### src/rtl/fp_div_pkg.sv
// Shared types and constants for the sequential Newton-Raphson FP32 divider.
package fp_div_pkg;

  typedef enum logic [3:0] {
    IDLE, SEED_MUL, SEED_ADD, IT_MUL_D, IT_SUB, IT_MUL_X, RECIP, FINAL, DONE
  } fp_div_state_e;

  localparam logic [31:0] SEED_K1  = 32'h3FF0F0F1;
  localparam logic [31:0] SEED_K0  = 32'h4034B4B5;
  localparam logic [31:0] FP_TWO   = 32'h40000000;
  localparam int          NR_ITERS = 3;
  localparam logic [7:0]  EXP_HALF = 8'd126;

  // Leading-zero count of a 27-bit mantissa; 27 when the input is zero.
  function automatic logic [4:0] lzc27(input logic [26:0] v);
    lzc27 = 5'd27;
    for (int i = 0; i < 27; i++)
      if (v[i]) lzc27 = 5'(26 - i);
  endfunction

endpackage

### src/rtl/FloatingAddition.sv
// Combinational FP32 add (sign-magnitude, GRS rounding to nearest even).
module FloatingAddition
  import fp_div_pkg::*;
(
  input  logic [31:0] i_a,
  input  logic [31:0] i_b,
  output logic [31:0] o_result
);
  logic [31:0] w_big, w_sml;
  logic [7:0]  w_d;
  logic [26:0] w_mb, w_ms, w_shf, w_n;
  logic [53:0] w_wide;
  logic [27:0] w_sum;
  logic [9:0]  w_exp;
  logic [4:0]  w_lz;
  logic        w_rnd;

  always_comb begin
    if (i_a[30:0] >= i_b[30:0]) begin
      w_big = i_a;
      w_sml = i_b;
    end else begin
      w_big = i_b;
      w_sml = i_a;
    end
    w_mb   = {|w_big[30:23], w_big[22:0], 3'b0};
    w_ms   = {|w_sml[30:23], w_sml[22:0], 3'b0};
    w_d    = w_big[30:23] - w_sml[30:23];
    w_wide = {w_ms, 27'b0} >> ((w_d > 8'd27) ? 8'd27 : w_d);
    w_shf  = {w_wide[53:28], w_wide[27] | (|w_wide[26:0])};
    w_sum  = (w_big[31] == w_sml[31]) ? {1'b0, w_mb} + {1'b0, w_shf}
                                       : {1'b0, w_mb} - {1'b0, w_shf};
    w_exp  = {2'b0, w_big[30:23]};
    w_lz   = lzc27(w_sum[26:0]);
    if (w_sum[27]) begin
      w_n   = {w_sum[27:2], w_sum[1] | w_sum[0]};
      w_exp = w_exp + 10'd1;
    end else begin
      w_n   = w_sum[26:0] << w_lz;
      w_exp = w_exp - {5'b0, w_lz};
    end
    w_rnd = w_n[2] & (w_n[1] | w_n[0] | w_n[3]);
    if (w_sum == 28'd0) o_result = 32'd0;
    else                o_result = {w_big[31], {w_exp[7:0], w_n[25:3]} + 31'(w_rnd)};
  end
endmodule

### src/rtl/FloatingMultiplication.sv
// Combinational FP32 multiply, normal operands only, round to nearest even.
module FloatingMultiplication (
  input  logic [31:0] i_a,
  input  logic [31:0] i_b,
  output logic [31:0] o_result
);
  logic [23:0] w_ma, w_mb;
  logic [47:0] w_p;
  logic [9:0]  w_exp;
  logic [22:0] w_man;
  logic        w_g, w_s, w_rnd;

  always_comb begin
    w_ma  = {1'b1, i_a[22:0]};
    w_mb  = {1'b1, i_b[22:0]};
    w_p   = 48'(w_ma) * 48'(w_mb);
    w_exp = {2'b0, i_a[30:23]} + {2'b0, i_b[30:23]} - 10'd127;
    if (w_p[47]) begin
      w_man = w_p[46:24];
      w_g   = w_p[23];
      w_s   = |w_p[22:0];
      w_exp = w_exp + 10'd1;
    end else begin
      w_man = w_p[45:23];
      w_g   = w_p[22];
      w_s   = |w_p[21:0];
    end
    w_rnd    = w_g & (w_s | w_man[0]);
    // a mantissa carry from rounding ripples into the exponent field
    o_result = {i_a[31] ^ i_b[31], {w_exp[7:0], w_man} + 31'(w_rnd)};
  end
endmodule

### src/rtl/fp_div_opmux.sv
// Steers the shared multiplier/adder operands from the divider registers by state.
module fp_div_opmux
  import fp_div_pkg::*;
(
  input  fp_div_state_e i_state,
  input  logic [31:0]   i_d,
  input  logic [31:0]   i_x,
  input  logic [31:0]   i_t,
  input  logic [31:0]   i_a,
  input  logic [31:0]   i_r,
  output logic [31:0]   o_mul_a,
  output logic [31:0]   o_mul_b,
  output logic [31:0]   o_add_a,
  output logic [31:0]   o_add_b
);
  always_comb begin
    o_mul_a = 32'd0;
    o_mul_b = 32'd0;
    o_add_a = 32'd0;
    o_add_b = 32'd0;
    case (i_state)
      SEED_MUL: begin o_mul_a = i_d; o_mul_b = SEED_K1; end
      // subtraction: the adder sees B with its sign flipped
      SEED_ADD: begin o_add_a = SEED_K0; o_add_b = {~i_t[31], i_t[30:0]}; end
      IT_MUL_D: begin o_mul_a = i_d; o_mul_b = i_x; end
      IT_SUB:   begin o_add_a = FP_TWO;  o_add_b = {~i_t[31], i_t[30:0]}; end
      IT_MUL_X: begin o_mul_a = i_x; o_mul_b = i_t; end
      FINAL:    begin o_mul_a = i_a; o_mul_b = i_r; end
      default:  ;
    endcase
  end
endmodule

### src/rtl/fp_div_seq.sv
// Sequential FP32 divider: Newton-Raphson reciprocal of the scaled divisor, then a*r.
module fp_div_seq
  import fp_div_pkg::*;
#(
  parameter int XLEN = 32
) (
  input  logic            clk,
  input  logic            rst,
  input  logic            in_valid,
  output logic            in_ready,
  input  logic [XLEN-1:0] a,
  input  logic [XLEN-1:0] b,
  output logic            out_valid,
  input  logic            out_ready,
  output logic [XLEN-1:0] result,
  output logic            div_by_zero,
  output logic            busy
);
  fp_div_state_e   r_state, w_nxt;
  logic [XLEN-1:0] r_a, r_b, r_result;
  logic [31:0]     r_x, r_t, r_r;
  logic [1:0]      r_cnt;
  logic            r_dbz;
  logic [31:0]     w_d, w_mul_a, w_mul_b, w_add_a, w_add_b, w_mul, w_add;
  logic            w_last;

  // divisor mantissa rescaled into [0.5, 1); the exponent is restored in RECIP
  assign w_d    = {1'b0, EXP_HALF, r_b[22:0]};
  assign w_last = (r_cnt == 2'(NR_ITERS - 1));

  fp_div_opmux u_opmux (
    .i_state (r_state), .i_d (w_d), .i_x (r_x), .i_t (r_t), .i_a (r_a), .i_r (r_r),
    .o_mul_a (w_mul_a), .o_mul_b (w_mul_b), .o_add_a (w_add_a), .o_add_b (w_add_b)
  );

  FloatingMultiplication u_mul (.i_a (w_mul_a), .i_b (w_mul_b), .o_result (w_mul));
  FloatingAddition       u_add (.i_a (w_add_a), .i_b (w_add_b), .o_result (w_add));

  always_ff @(posedge clk) begin
    if (rst) r_state <= IDLE;
    else     r_state <= w_nxt;
  end

  always_comb begin
    w_nxt = r_state;
    case (r_state)
      IDLE:     if (in_valid) w_nxt = SEED_MUL;
      SEED_MUL: w_nxt = (r_b[30:23] == 8'd0 || r_a[30:23] == 8'd0) ? DONE : SEED_ADD;
      SEED_ADD: w_nxt = IT_MUL_D;
      IT_MUL_D: w_nxt = IT_SUB;
      IT_SUB:   w_nxt = IT_MUL_X;
      IT_MUL_X: w_nxt = w_last ? RECIP : IT_MUL_D;
      RECIP:    w_nxt = FINAL;
      FINAL:    w_nxt = DONE;
      DONE:     if (out_ready) w_nxt = IDLE;
      default:  w_nxt = IDLE;
    endcase
  end

  always_ff @(posedge clk) begin
    if (rst) begin
      r_a      <= '0;
      r_b      <= '0;
      r_x      <= '0;
      r_t      <= '0;
      r_r      <= '0;
      r_cnt    <= '0;
      r_result <= '0;
      r_dbz    <= 1'b0;
    end else begin
      case (r_state)
        IDLE: if (in_valid) begin
          r_a   <= a;
          r_b   <= b;
          r_cnt <= '0;
        end
        SEED_MUL: begin
          // zero divisor wins over zero dividend, so 0/0 flags div_by_zero
          if (r_b[30:23] == 8'd0) begin
            r_result <= {r_a[31] ^ r_b[31], 8'hFF, 23'h0};
            r_dbz    <= 1'b1;
          end else if (r_a[30:23] == 8'd0) begin
            r_result <= {r_a[31] ^ r_b[31], 31'h0};
            r_dbz    <= 1'b0;
          end
          r_t <= w_mul;
        end
        SEED_ADD: r_x <= w_add;
        IT_MUL_D: r_t <= w_mul;
        IT_SUB:   r_t <= w_add;
        IT_MUL_X: begin
          r_x   <= w_mul;
          r_cnt <= w_last ? 2'd0 : r_cnt + 2'd1;
        end
        RECIP:    r_r <= {r_b[31], r_x[30:23] + EXP_HALF - r_b[30:23], r_x[22:0]};
        FINAL: begin
          r_result <= w_mul;
          r_dbz    <= 1'b0;
        end
        default: ;
      endcase
    end
  end

  assign in_ready    = (r_state == IDLE);
  assign busy        = (r_state != IDLE);
  assign out_valid   = (r_state == DONE);
  assign result      = r_result;
  assign div_by_zero = r_dbz;
endmodule

### config.mk
export PLATFORM = sky130hd
export DESIGN_NAME = fp_div_seq
export DESIGN_NICKNAME = d
export VERILOG_FILES = /design/src/rtl/fp_div_pkg.sv /design/src/rtl/FloatingAddition.sv /design/src/rtl/FloatingMultiplication.sv /design/src/rtl/fp_div_opmux.sv /design/src/rtl/fp_div_seq.sv
export SDC_FILE = /design/constraint.sdc
export NUM_CORES = 2
export LEC_CHECK = 0
export ABC_AREA = 1
export CORE_MARGIN = 3
export CORE_UTILIZATION = 46
export CTS_CLUSTER_DIAMETER = 80
export DETAILED_ROUTE_END_ITERATION = 10
export PLACE_DENSITY = 0.59
export SLEW_MARGIN = 20
export SYNTH_ARGS = -nofsm -noshare
export SYNTH_HDL_FRONTEND = slang
export SYNTH_SLANG_ARGS = --single-unit
### constraint.sdc
create_clock -name clk -period 12.2 [get_ports clk]
set_input_delay 2.44 -clock clk [delete_from_list [all_inputs] [get_ports clk]]
set_output_delay 2.44 -clock clk [all_outputs]
set_load 0.03 [all_outputs]
==> impl_metrics.yaml <==
cts:
  cts_buffer_depth: 2
  root_buffer: "clkbuf_16"
  clkSlewWorstSetupHoldPaths_ns: 0.08
  cts_tree: "built"
  clk_latency_ns: 0.46
  cts_made_buffers: 17
  htree_levels: 4
  cts.sinks: 199
die:
  row_count: 103
  start_util_pct: 46.7
  core_um2: 79400
  dieArea_um2: 84000
  ios: 104
  die_h_um: 290
  die_x_um: 290
synth:
  avgSynthCellArea_um2: 6.81
  synth_edf_count: 0
  synth.area.top_cells: "fa_1 (26%), nand2_1 (14%), dfxtp_1 (11%)"
  netlist_top_cells_count: "nand2_1 (1373), inv_1 (1027), fa_1 (486)"
  syn-num-nets: 6264
  synth.most_common_cell: "nand2_1"
  synth.distinct_cells: 66
  ys_seq_area_share_pct: 10.8
  ys_warn_count: 0
  synth_top_cell_by_area: "fa_1"
  synth_top_area_share_pct: 26.3
  netlist_area_um2: 37000
  ys.flop_type: "dfxtp_1"
  ys_seq_elements: 199
  syn_inst: 5437
  synth-async-reset-ratio_pct: 0
sta:
  max_freq_ghz: 0.0865
  setup_viol: 0
  tightest_slew_ns: 1.07
  min_period_ns: 11.56
  slew_headroom_pct: 28.5
  finalHoldViolCount: 0
  min_period_over_period_pct: 94.8
  final-max-slew-violation-count: 0
  skew_ns: 0.0141
  fin_tns_setup_ns: 0
final_layout:
  layout-drive-gt1-share_pct: 6.21
  antenna_cells: 0
  fin_nets: 6304
  finalCoreUtilization_pct: 51.0
  area_delta_synth_final_pct: 9.27
worst_setup_path:
  cpMaxStageDelayCell: "fa_1"
  cpMostUsedCell: "nand2_1"
  critPathMaxFanout: 26
  path_class: "reg -> reg"
  slowest_delay_ns: 0.55
  cp-start-kind: "flop"
  cp.required_ns: 12.59
  cp_data_arrival_time_ns: 11.95
  cp-end-kind: "flop"
placement:
  place_congestion: 1.00
  port_buffers: 103
  dp_hpwl_um: 112000
routing:
  drt-total-wl_um: 136000
  routedWlPerCell_um: 20.8
  drcViolationCount: 0
  avgViaCountPerCell: 5.53
  drtPass1Iterations: 6
  drtAntennaViolNets: 0
  vias: 36194
  drt-initial-drc-count: 3776
min_path:
  hold_class: "reg -> reg"
run:
  drv_cap: 0
grt:
  grt_pass1_wl_um: 208000
  antenna_found_initial: 4
  grt_pass1_vias: 34449
  grt_max_degree: 99
  grt.total_usage_pct: 32.4
  gr-total-overflow: 0
outcome:
  status: "complete, no violations"
==> cells in the final DEF (no fill, tap or decap), types with 13 or more instances in the layout <==
master and n:
buf_4 155, nor4_1 13, a21oi_1 313, fa_1 486
nor2_2 15, nand2_1 1370, a22oi_1 25, dfxtp_1 199
nor2_1 357, nor3_1 26, nand2_2 25, a31oi_1 38
nand4_1 64, nand3_1 434, ha_1 273, clkdlybuf4s50_1 102
xor2_1 94, o21ai_0 195, inv_1 1013, xnor2_1 21
o211ai_1 13, inv_2 33, clkbuf_16 17, o21ai_1 23
==> metal layers <==
layer	vias up	track usage, %	wire [um]
met1	17475	48.3	61700
met3	176	6.23	12700
met4	4	7.37	3210
li1	16944	-	-
met2	1595	48.5	58300
met5	-	0	27
==> critical path: cells and delay by family (launching register included) <==
family          cells  cell delay (ns)
fa+ha+maj           8             3.51
compound gates     15             3.12
simple gates       19             2.53
buf+inv            10             1.30
xor+xnor            2             0.60
flops               1             0.40
==> metrics by stage <==
stage	hold WS, ns	setup WS [ns]	instance area (um2)	std cells
after detailed placement	0.445	0.0779	39500	6490
final	0.454	0.636	40500	6540
after floorplan	0.419	1.43	37000	5437
after CTS	0.455	0.0719	40100	6522
after global routing	0.472	-0.0232	40500	6540
after global placement	0.442	0.259	39500	6490
==> sequential cells by signal (all words and copies together) (netlist names) <==
name         count
r_a             32
r_b             32
r_r             32
r_t             32
r_x             32
result          32
r_state          4
r_cnt            2
div_by_zero      1
==> worst paths after layout <==
path	start	endpoint	slack, ns	depth (start not counted)
worst max-delay path	r_state[0]	r_x[30]	0.64	54
worst min-delay path	r_r[6]	r_r[6]	0.45	2
worst max register to register	r_state[0]	r_x[30]	0.64	54
worst min register to register	r_r[6]	r_r[6]	0.45	2
==> timing repair <==
action                     in CTS  in global routing
hold buffers                    0                  0
resized for setup               0                 59
setup buffers                   0                 16
setup endpoints to repair       0                 77
==> kinds of logic after synthesis <==
family                     count (synthesis)  synth area share [%]
and+or+nand+nor                         2359                  26.8
DFF                                      199                  10.8
AOI/OAI and AO/OA                        692                  10.4
xor gates and xnor gates                 121                  2.91
buffers and inverters                   1306                  13.7
adders and majority gates                759                  35.5
muxes                                      1                0.0304
==> cell type report <==
cell class,count,area (um2)
repair buffers,264,2300
fillers,8338,38900
clock inverters,13,163
inverters,1062,4020
multi-input cells,3933,28300
clock buffers,19,443
flip-flops and latches,199,3980
well taps,1050,1310
Power is not shown: default switching activity piles up to over one toggle a cycle in this logic, so the estimate is an artifact.
